## config.mk

```make
export PLATFORM = sky130hd
export DESIGN_NAME = wishbone_slv_stream_fifo
export DESIGN_NICKNAME = d
export VERILOG_FILES = /design/src/rtl/wishbone_slv_stream_fifo.sv
export SDC_FILE = /design/constraint.sdc
export NUM_CORES = 1
export LEC_CHECK = 0
export CAP_MARGIN = 20
export CORE_MARGIN = 1.5
export CORE_UTILIZATION = 35
export CTS_BUF_LIST = sky130_fd_sc_hd__clkbuf_16
export CTS_CLUSTER_DIAMETER = 30
export DETAILED_ROUTE_END_ITERATION = 6
export GPL_TIMING_DRIVEN = 0
export PLACE_DENSITY = 0.58
export SYNTH_ARGS = -nofsm -noshare
export SYNTH_HDL_FRONTEND = slang
export SYNTH_SLANG_ARGS = --single-unit
```

## constraint.sdc

```tcl
create_clock -name wb_clk_i -period 5.6 [get_ports wb_clk_i]
set_clock_uncertainty 0.15 [all_clocks]
set_input_delay 1.4 -clock wb_clk_i [delete_from_list [all_inputs] [get_ports wb_clk_i]]
set_output_delay 1.4 -clock wb_clk_i [all_outputs]
set_load 0.01 [all_outputs]
```

## src/rtl/wishbone_slv_stream_fifo.sv

```systemverilog
// Wishbone register slave feeding a 32-bit stream FIFO (DATA/STATUS/CTRL/IRQ).
// Define WB_SLV_STREAM_IRQ_EN to add the level-threshold interrupt and irq_o port.
module wishbone_slv_stream_fifo #(
    parameter int unsigned FIFO_AW       = 4,
    parameter logic [4:0]  RST_THRESHOLD = 5'd4
) (
    input  logic        wb_clk_i,
    input  logic        rst_n,
    input  logic        wbs_cyc_i,
    input  logic        wbs_stb_i,
    input  logic [31:0] wbs_adr_i,
    input  logic        wbs_we_i,
    input  logic [31:0] wbs_dat_i,
    input  logic [3:0]  wbs_sel_i,
    output logic [31:0] wbs_dat_o,
    output logic        wbs_ack_o,
    output logic        st_valid_o,
    output logic [31:0] st_data_o,
    input  logic        st_ready_i
`ifdef WB_SLV_STREAM_IRQ_EN
    ,
    output logic        irq_o
`endif
);

    localparam int unsigned DEPTH = 2 ** FIFO_AW;

    typedef enum logic [1:0] {
        REG_DATA   = 2'd0,
        REG_STATUS = 2'd1,
        REG_CTRL   = 2'd2,
        REG_IRQ    = 2'd3
    } reg_sel_t;

    logic [31:0]        mem [DEPTH];
    logic [FIFO_AW-1:0] wr_ptr;
    logic [FIFO_AW-1:0] rd_ptr;
    logic [FIFO_AW:0]   level;
    logic               enable;
    logic [4:0]         thresh;
    logic               overflow;

    reg_sel_t           reg_addr;
    logic               access;
    logic               wr_access;
    logic               empty;
    logic               full;
    logic               pop;
    logic               push_req;
    logic               push;
    logic               flush;
    logic               ovf_clear;
    logic [31:0]        status_word;
    logic [31:0]        read_mux;
    logic               unused_bits;

    assign unused_bits = ^{wbs_adr_i[31:4], wbs_adr_i[1:0], wbs_sel_i[3:2]};

    // A new access is recognised only while ack is low, forcing a gap between acks.
    assign access    = wbs_cyc_i & wbs_stb_i & ~wbs_ack_o;
    assign wr_access = access & wbs_we_i;
    assign reg_addr  = reg_sel_t'(wbs_adr_i[3:2]);

    assign empty = (level == '0);
    // Level never exceeds DEPTH, so its top bit alone marks full.
    assign full  = level[FIFO_AW];

    assign st_valid_o = enable & ~empty;
    assign st_data_o  = mem[rd_ptr];
    assign pop        = st_valid_o & st_ready_i;

    assign push_req  = wr_access & (reg_addr == REG_DATA);
    assign push      = push_req & (~full | pop);
    assign flush     = wr_access & (reg_addr == REG_CTRL) & wbs_sel_i[0] & wbs_dat_i[1];
    assign ovf_clear = wr_access & (reg_addr == REG_STATUS) & wbs_sel_i[1] & wbs_dat_i[10];

`ifdef WB_SLV_STREAM_IRQ_EN
    logic ie;
    logic pending;

    assign pending = (32'(level) <= 32'(thresh));

    always_ff @(posedge wb_clk_i) begin
        if (!rst_n) begin
            ie    <= 1'b0;
            irq_o <= 1'b0;
        end else begin
            irq_o <= ie & pending;
            if (wr_access && reg_addr == REG_IRQ && wbs_sel_i[0]) begin
                ie <= wbs_dat_i[0];
            end
        end
    end
`endif

    always_comb begin
        status_word              = '0;
        status_word[FIFO_AW:0]   = level;
        status_word[8]           = empty;
        status_word[9]           = full;
        status_word[10]          = overflow;
    end

    always_comb begin
        read_mux = '0;
        case (reg_addr)
            REG_DATA:   read_mux = '0;
            REG_STATUS: read_mux = status_word;
            REG_CTRL: begin
                read_mux[0]    = enable;
                read_mux[12:8] = thresh;
            end
            REG_IRQ: begin
`ifdef WB_SLV_STREAM_IRQ_EN
                read_mux[0] = ie;
                read_mux[1] = pending;
`else
                read_mux = '0;
`endif
            end
            default: read_mux = '0;
        endcase
    end

    always_ff @(posedge wb_clk_i) begin
        if (push) begin
            mem[wr_ptr] <= wbs_dat_i;
        end
    end

    always_ff @(posedge wb_clk_i) begin
        if (!rst_n) begin
            wbs_ack_o <= 1'b0;
            wbs_dat_o <= '0;
            wr_ptr    <= '0;
            rd_ptr    <= '0;
            level     <= '0;
            overflow  <= 1'b0;
            enable    <= 1'b0;
            thresh    <= RST_THRESHOLD;
        end else begin
            wbs_ack_o <= access;
            wbs_dat_o <= (access && !wbs_we_i) ? read_mux : '0;

            // Flush overrides any pop in the same cycle; a push cannot coincide with it.
            if (flush) begin
                wr_ptr <= '0;
                rd_ptr <= '0;
                level  <= '0;
            end else begin
                if (push) begin
                    wr_ptr <= wr_ptr + 1'b1;
                end
                if (pop) begin
                    rd_ptr <= rd_ptr + 1'b1;
                end
                if (push && !pop) begin
                    level <= level + 1'b1;
                end else if (pop && !push) begin
                    level <= level - 1'b1;
                end
            end

            if (push_req && full && !pop) begin
                overflow <= 1'b1;
            end else if (ovf_clear) begin
                overflow <= 1'b0;
            end

            if (wr_access && reg_addr == REG_CTRL) begin
                if (wbs_sel_i[0]) begin
                    enable <= wbs_dat_i[0];
                end
                if (wbs_sel_i[1]) begin
                    thresh <= wbs_dat_i[12:8];
                end
            end
        end
    end

endmodule
```

# Word level (Yosys, flattened, before mapping)
# Memories as Yosys holds them, arrays and structs flattened. A register that Yosys moved wholly into a read port is not among the register bits.
# Index checks and enable logic that the tools add are counted.
# word_totals
memories	1
mem_bits_rw	512
input_bits	74
ff_bits	53
output_inout_bits	66
# classes
reduce_logical	19
addsub	4
n_mux	10
n_eq_ne	3
bitwise	18
# memory_table
memory	depth	word_bits	rd	rd_clocked_by_memory_dff	wr	line	source
mem	16	32	1	1	1	35	logic [31:0] mem [DEPTH];
# ops
op	count
one-hot mux 5 bit (3 select lines)	1
AND 1 bit	13
two-way mux 5 bit	2
adder 4 x 1 -> 4 bit, second input constant	2
two-way mux 4 bit	2
logical AND 1 bit	6
AND reduction 2 bit	3
adder 5 x 1 -> 5 bit, second input constant	1
logical NOT 5 bit	1
subtractor 5 x 1 -> 5 bit, second input constant	1
== test 2 bit, second input constant	2
two-way mux 1 bit	4
inverter 1 bit	4
nonzero test 2 bit	2
OR reduction 2 bit	2
logical NOT 1 bit	3
one-hot mux 1 bit (3 select lines)	1
AND reduction 3 bit	1
== test 2 x 1 -> 1 bit, second input constant	1
logical NOT 2 bit	1
OR 1 bit	1

# Logic depth before layout (Yosys ltp)
# Gate-level depths: netlist of the first run.
# logic_depth
ltp_word	10
mapped_depth	11

# Worst setup path before layout of the first run
# No wires, ideal clock.
# synth_timing
path_kind	in2reg
from	input wbs_cyc_i
to	memory mem[0][0] (enable)
slack_ns	0.609
cell_stages	6
path_buffers	2
t_arrival_ns	4.380
setup_ns	0.461
path_cell_list	and4b_1 clkbuf_1 and3_1 buf_2 nand2_1 nor3_1
# synth_via
elab_chain_len	7
# synth_lines
element	line	source
start: declaration	9	input logic wbs_cyc_i,
AND 1 bit (2 in a row)	60	assign access = wbs_cyc_i & wbs_stb_i & ~wbs_ack_o;
AND 1 bit	61	assign wr_access = access & wbs_we_i;
AND 1 bit	72	assign push_req = wr_access & (reg_addr == REG_DATA);
AND 1 bit	73	assign push = push_req & (~full | pop);
net push	50	logic push;
two-way mux 1 bit	126	if (push) begin
two-way mux 1 bit (not written as such)	127	mem[wr_ptr] <= wbs_dat_i;
end: declaration	35	
# The timed path passes the listed nets, and every way through them passes these cells.

==> flow_summary.ini, run 1 <==
[status]
outcome = complete, no violations

[floorplan]
start_util_pct = 35.4
std_cell_rows = 89
core_area_um2 = 59000
ios = 140
dieArea_um2 = 61100
die_w_um = 247
die_y_um = 247

[worst_setup_path]
critical-path-max-stage-delay_ns = 0.73
r2r_start = wbs_ack_o
rrSetupSlack_ns = 2.57
startpoint_type = flop
critPathTopFamily = buffers and inverters
crit_fanout = 10
path_buf_inv = 3
required_ns = 4.05
end_kind = output port
critPathKind = flop to output port
arrival_ns = 3.41
reg2reg_to = mem[2][2]
cpMaxStageDelayCell = buf_1
reg2reg_depth = 8
cp.depth = 6
crit_chain = buf_2, buf_1, mux4_2, a22oi_1, nand2_1, clkdlybuf4s50_1

[grt]
antenna_found_initial = 2
grt_max_degree = 23
gr-total-overflow = 0
grt_pass1_wl_um = 72000
gr-usage-all-layers_pct = 16.4
grt_pass1_vias = 11096

[min_path]
hold_end = wbs_dat_o[9]
hp-class = flop to flop
holdPathStages = 1
min-delay-start = thresh[1]

[cts]
insertion_delay_ns = 0.63
h-tree-depth = 3
cts_made_buffers = 106
hold_buffers = 0
cts_resized = 0
clk_path_buf_depth = 3
cts_root_buffer = clkbuf_16
cts_tree = built
clock_sink_count = 547
cts_post_setup_buffers_inserted = 0
clk_pin_slew_worst_paths_ns = 0.05

[yosys]
synth.largest_area_cell = edfxtp_1
yosys_register_bits = 547
synth_top_area_share_pct = 73.7
postSynthCellCount = 979
synth_ff_type = edfxtp_1
synth_edf_count = 512
ys_warn_count = 0
ys_top_cells_by_count = 512 x edfxtp_1, 128 x mux4_2, 64 x a22oi_1
async_flop_share_pct = 0
yosysSeqAreaShare_pct = 77.0
synthTopCellsByArea = edfxtp_1 74%, mux4_2 14%, dfxtp_1 3.4%
syn_area_um2 = 20900
synth_most_common_cell = edfxtp_1
synth.avg_cell_area_um2 = 21.3
yosysUniqueCellTypes = 45

[sta]
finalSetupViolCount = 0
rsz0062_at_grt = false
period_needed_ns = 4.96
finalMaxSlewViolations = 0
slew_headroom_pct = 35.9
whs_ns = 0.308
fin_crit_sh_pct = 88.5
tightest_slew_ns = 0.961
max_freq_mhz = 202
timing.final.hold_violations = 0

[run]
drv_cap = 0

[power]
p_per_area_nw_per_um2 = 402
power.share.clock_pct = 57.2
comb_power_share_pct = 1.3
irDropWorstVdd_v = 0.000282
p_seq_share_pct = 41.5
p_sw_mw = 2.15
leakagePower_nw = 8.85
power.share.switching_pct = 19.9
p_int_mw = 8.65

[place]
dp_hpwl_um = 30300
dp.cells = 1886
portBuffers = 85
gp_congestion = 0.725

[route]
via_per_inst = 5.05
drtAntennaViolNets = 0
wl_per_cell_um = 23.4
first_pass_iters = 4
drtIter0Drc = 850
drc = 0
wirelength_um = 48800
num_vias = 10522

[layout]
fin_util_pct = 45.5
instances_no_fill = 2083
final_net_count = 1305
drive_gt1_share_pct = 29.4
fillers = 4977
syn_to_final_growth_pct = 28.8
n_antenna_cell = 0
[sequential cells by signal, indices dropped and copies added (netlist names), named ones only]
name	flops
enable	1
level	5
mem	512
overflow	1
rd_ptr	4
thresh	5
wbs_ack_o	1
wbs_dat_o	10
wr_ptr	4
[cell usage in the layout (no fill, tap or decap), drive strengths merged, types with 3 or more instances in the layout]
cell,instances
a21oi,6
buf,75
nand3,3
nand4b,4
bufinv,13
clkinv,41
edfxtp,512
a22o,3
a22oi,64
nand2b,3
ha,9
nand2,37
nor3,5
xor2,6
conb,22
inv,35
clkbuf,133
and2,7
clkinvlp,7
nor2,35
dfxtp,35
mux4,128
nor2b,9
clkdlybuf4s50,85
mux2i,9
[worst reg2reg max path: cells and delay by family (launching register included)]
kind | cells | cell delay [ns]
buffers and inverters | 4 | 0.86
DFF | 1 | 0.32
and+or+nand+nor | 4 | 1.39
[power by group through the flow]
stage | Clock [mW] | Sequential [mW] | Combinational [mW]
after floorplan | 0 | 4.56 | 0.0412
after global placement | 0 | 4.56 | 0.128
after detailed placement | 0 | 4.56 | 0.136
after CTS | 6.26 | 4.48 | 0.136
after global routing | 6.46 | 4.48 | 0.149
final | 6.18 | 4.49 | 0.136
[how the worst max path moves through the flow]
stage	slack (ns)	to
after floorplan	0.61	mem[0][0]
after global placement	-3.20	mem[1][29]
after detailed placement	0.94	mem[2][30]
after CTS	0.57	st_data_o[16]
after global routing	0.52	st_data_o[16]
final	0.64	st_data_o[11]
[final cells by class]
class	count	area [um2]	share of cell area, %
clock inverters	88	837	3.11
flip-flops and latches	547	16100	59.8
well taps	773	967	3.60
inverters	8	30.0	0.112
multi-input cells	374	4560	17.0
clock buffers	109	2730	10.1
plain buffers	71	389	1.45
repair buffers	113	1290	4.81
[cells by family after synthesis]
group	count (synthesis)	share of synthesized area (%)
AO/OA/AOI/OAI	84	3.06
buffers and inverters	79	2.01
XOR/XNOR	7	0.294
flip-flops	547	77.0
AND/OR/NAND/NOR	113	2.63
multiplexers	138	14.3
other	1	0.0180
adder cells (fa/ha/maj)	10	0.636
[layer usage]
metal / share of wire (%) / GRT usage (%) / wire length, um
met3: 6.6 / 4.25 / 3220
met2: 48 / 26.1 / 23600
met5: 0.049 / 0 / 24
met1: 43 / 22.2 / 21200
met4: 1.7 / 4.29 / 810
[through the flow]
stage,TNS [ns],setup slack [ns],total power [mW],area (um2)
after floorplan,0,0.609,4.60,20900
after global placement,-695.73,-3.20,4.69,22800
after detailed placement,0,0.941,4.69,23300
after CTS,0,0.570,10.9,26900
after global routing,0,0.520,11.1,26900
final,0,0.644,10.8,26900
No activity file was read; power rests on OpenSTA's default activity.
==> run 2: changes to the inputs <==
- REMOVE_ABC_BUFFERS: default -> 1
==> run 2 against run 1 <==
Against the previous run: critical endpoint is now st_data_o[31]; sequential share of layout area is 0.35 points higher; routed wire length is 3.4% lower; first-iteration DRC count is 6.6% lower; flip-flop and latch count stayed put; hold slack better by 0.0034 ns; sequential power hardly changed; count of clock-buffer cells in the layout is 3 lower.
==> flow_summary.ini, run 2 (synthesis results as in run 1) <==
[status]
outcome = complete, no violations

[layout]
n_antenna_cell = 0
final_net_count = 1246
multiInputGateArea_um2 = 4580
largest-register = mem
fin_util_pct = 45.3
reg_top3 = mem (512), wbs_dat_o (10)
ff_latch_area_um2 = 16100
syn_to_final_growth_pct = 28.1
instances_no_fill = 2024
fillers = 4965
final_cell_mix = 512 x edfxtp_1, 128 x mux4_2, 106 x clkbuf_16, 85 x clkdlybuf4s50_1, 64 x a22oi_1
final_common_cell = edfxtp_1
largest_reg_flops = 512
drive_gt1_share_pct = 29.8

[sta]
period_needed_ns = 5.18
timing.final.hold_violations = 0
finalMaxSlewViolations = 0
max_freq_mhz = 193
slew_headroom_pct = 29.7
fin_ws_ns = 0.415
fin_crit_sh_pct = 92.6
finalSetupViolCount = 0
tightest_slew_ns = 1.05
rsz0062_at_grt = false

[min_path]
hp-class = flop to flop
min-delay-start = thresh[1]
hold_end = wbs_dat_o[9]
holdPathStages = 1

[worst_setup_path]
end_kind = output port
rrSetupSlack_ns = 2.54
reg2reg_to = mem[3][16]
critPathKind = flop to output port
arrival_ns = 3.63
crit_fanout = 38
r2r_start = wbs_ack_o
reg2reg_depth = 5
startpoint_type = flop
required_ns = 4.05

[cts]
h-tree-depth = 3
clk_pin_slew_worst_paths_ns = 0.05
cts_post_setup_buffers_inserted = 0
cts_tree = built
cts_made_buffers = 104
cts_resized = 0
clock_sink_count = 547
cts_root_buffer = clkbuf_16
insertion_delay_ns = 0.61
clk_path_buf_depth = 3
hold_buffers = 0

[floorplan]
ios = 140
die_y_um = 247
start_util_pct = 35.4
core_area_um2 = 59000
dieArea_um2 = 61100
die_w_um = 247
std_cell_rows = 89

[place]
dp.cells = 1827
dp_hpwl_um = 27500
portBuffers = 85
post-place-ws_ns = 0.728
gp_congestion = 0.687

[route]
num_vias = 10297
wl_met1_um = 20400
drtAntennaViolNets = 0
route.met2.wl_um = 23000
top_layer_used = met4
drtIter0Drc = 794
wl_met3_um = 2700
first_pass_iters = 5
via_per_inst = 5.09
drc = 0
wl_per_cell_um = 23.3
wirelength_um = 47200

[grt]
grt_max_degree = 50
gr-total-overflow = 0
grt_pass1_wl_um = 70400
antenna_found_initial = 0
gr-usage-all-layers_pct = 15.9
grt_pass1_vias = 11135

[power]
irDropWorstVdd_v = 0.000238
p_per_area_nw_per_um2 = 398
leakagePower_nw = 8.63

[run]
drv_cap = 0
[run 2: cell count changes in the layout (fill, tap and decap cells not counted), moves of 3 or more]
cell        change
clkinv_8        +3
buf_12          +7
bufinv_16       -3
clkinvlp_4      +7
inv_6           +3
buf_16          +4
clkbuf_1       -24
clkbuf_16       -3
clkinv_2        -7
buf_1           -7
clkinv_4        +4
buf_2          -11
inv_1           -9
buf_4          -27
[run 2: layout make-up]
type / count / share of cell area [%]
clock inverters: 89 / 3.16
inverters: 8 / 0.112
multi-input cells: 374 / 17.1
well taps: 773 / 3.62
flip-flops and latches: 547 / 60.2
clock buffers: 106 / 9.92
repair buffers: 127 / 5.89
[run 2: worst max-delay path by stage]
stage,from,endpoint,slack [ns],depth (start not counted)
after floorplan,flop,st_data_o[0],-2.20,3
after global placement,flop,st_data_o[0],-5.63,4
after detailed placement,flop,st_data_o[31],0.73,7
after CTS,flop,st_data_o[31],0.07,7
after global routing,flop,st_data_o[13],0.15,7
final,flop,st_data_o[31],0.42,7
[run 2: critical path: stages, from the launching register on]
cell and delay [ns]:
dfxtp_4 0.62, buf_16 0.33, buf_16 0.34, buf_16 0.28, mux4_2 0.52, a22oi_1 0.24
nand2_1 0.15, clkdlybuf4s50_1 0.50
[run 2: per-stage QoR]
stage	cell area [um2]	setup TNS [ns]	power (mW)	hold slack (ns)
after floorplan	20600	-70.39	4.59	0.276
after CTS	26700	0	10.7	0.313
final	26700	0	10.6	0.311
after global routing	26700	0	10.9	0.332
after detailed placement	23200	0	4.68	0.296
after global placement	22400	-991.53	4.67	0.303
[run 2: power breakdown]
group	total (mW)	internal, mW	switching (mW)
combinational	0.122	0.0428	0.0788
clock	6.02	3.93	2.09
sequential	4.48	4.48	0.00262
total	10.6	8.46	2.17
[run 2: metal layers]
layer | vias to the layer above | GRT usage (%)
met3 | 84 | 3.54
met1 | 5438 | 21.6
met2 | 328 | 25.3
li1 | 4447 | -
met4 | 0 | 5.36
met5 | - | 0
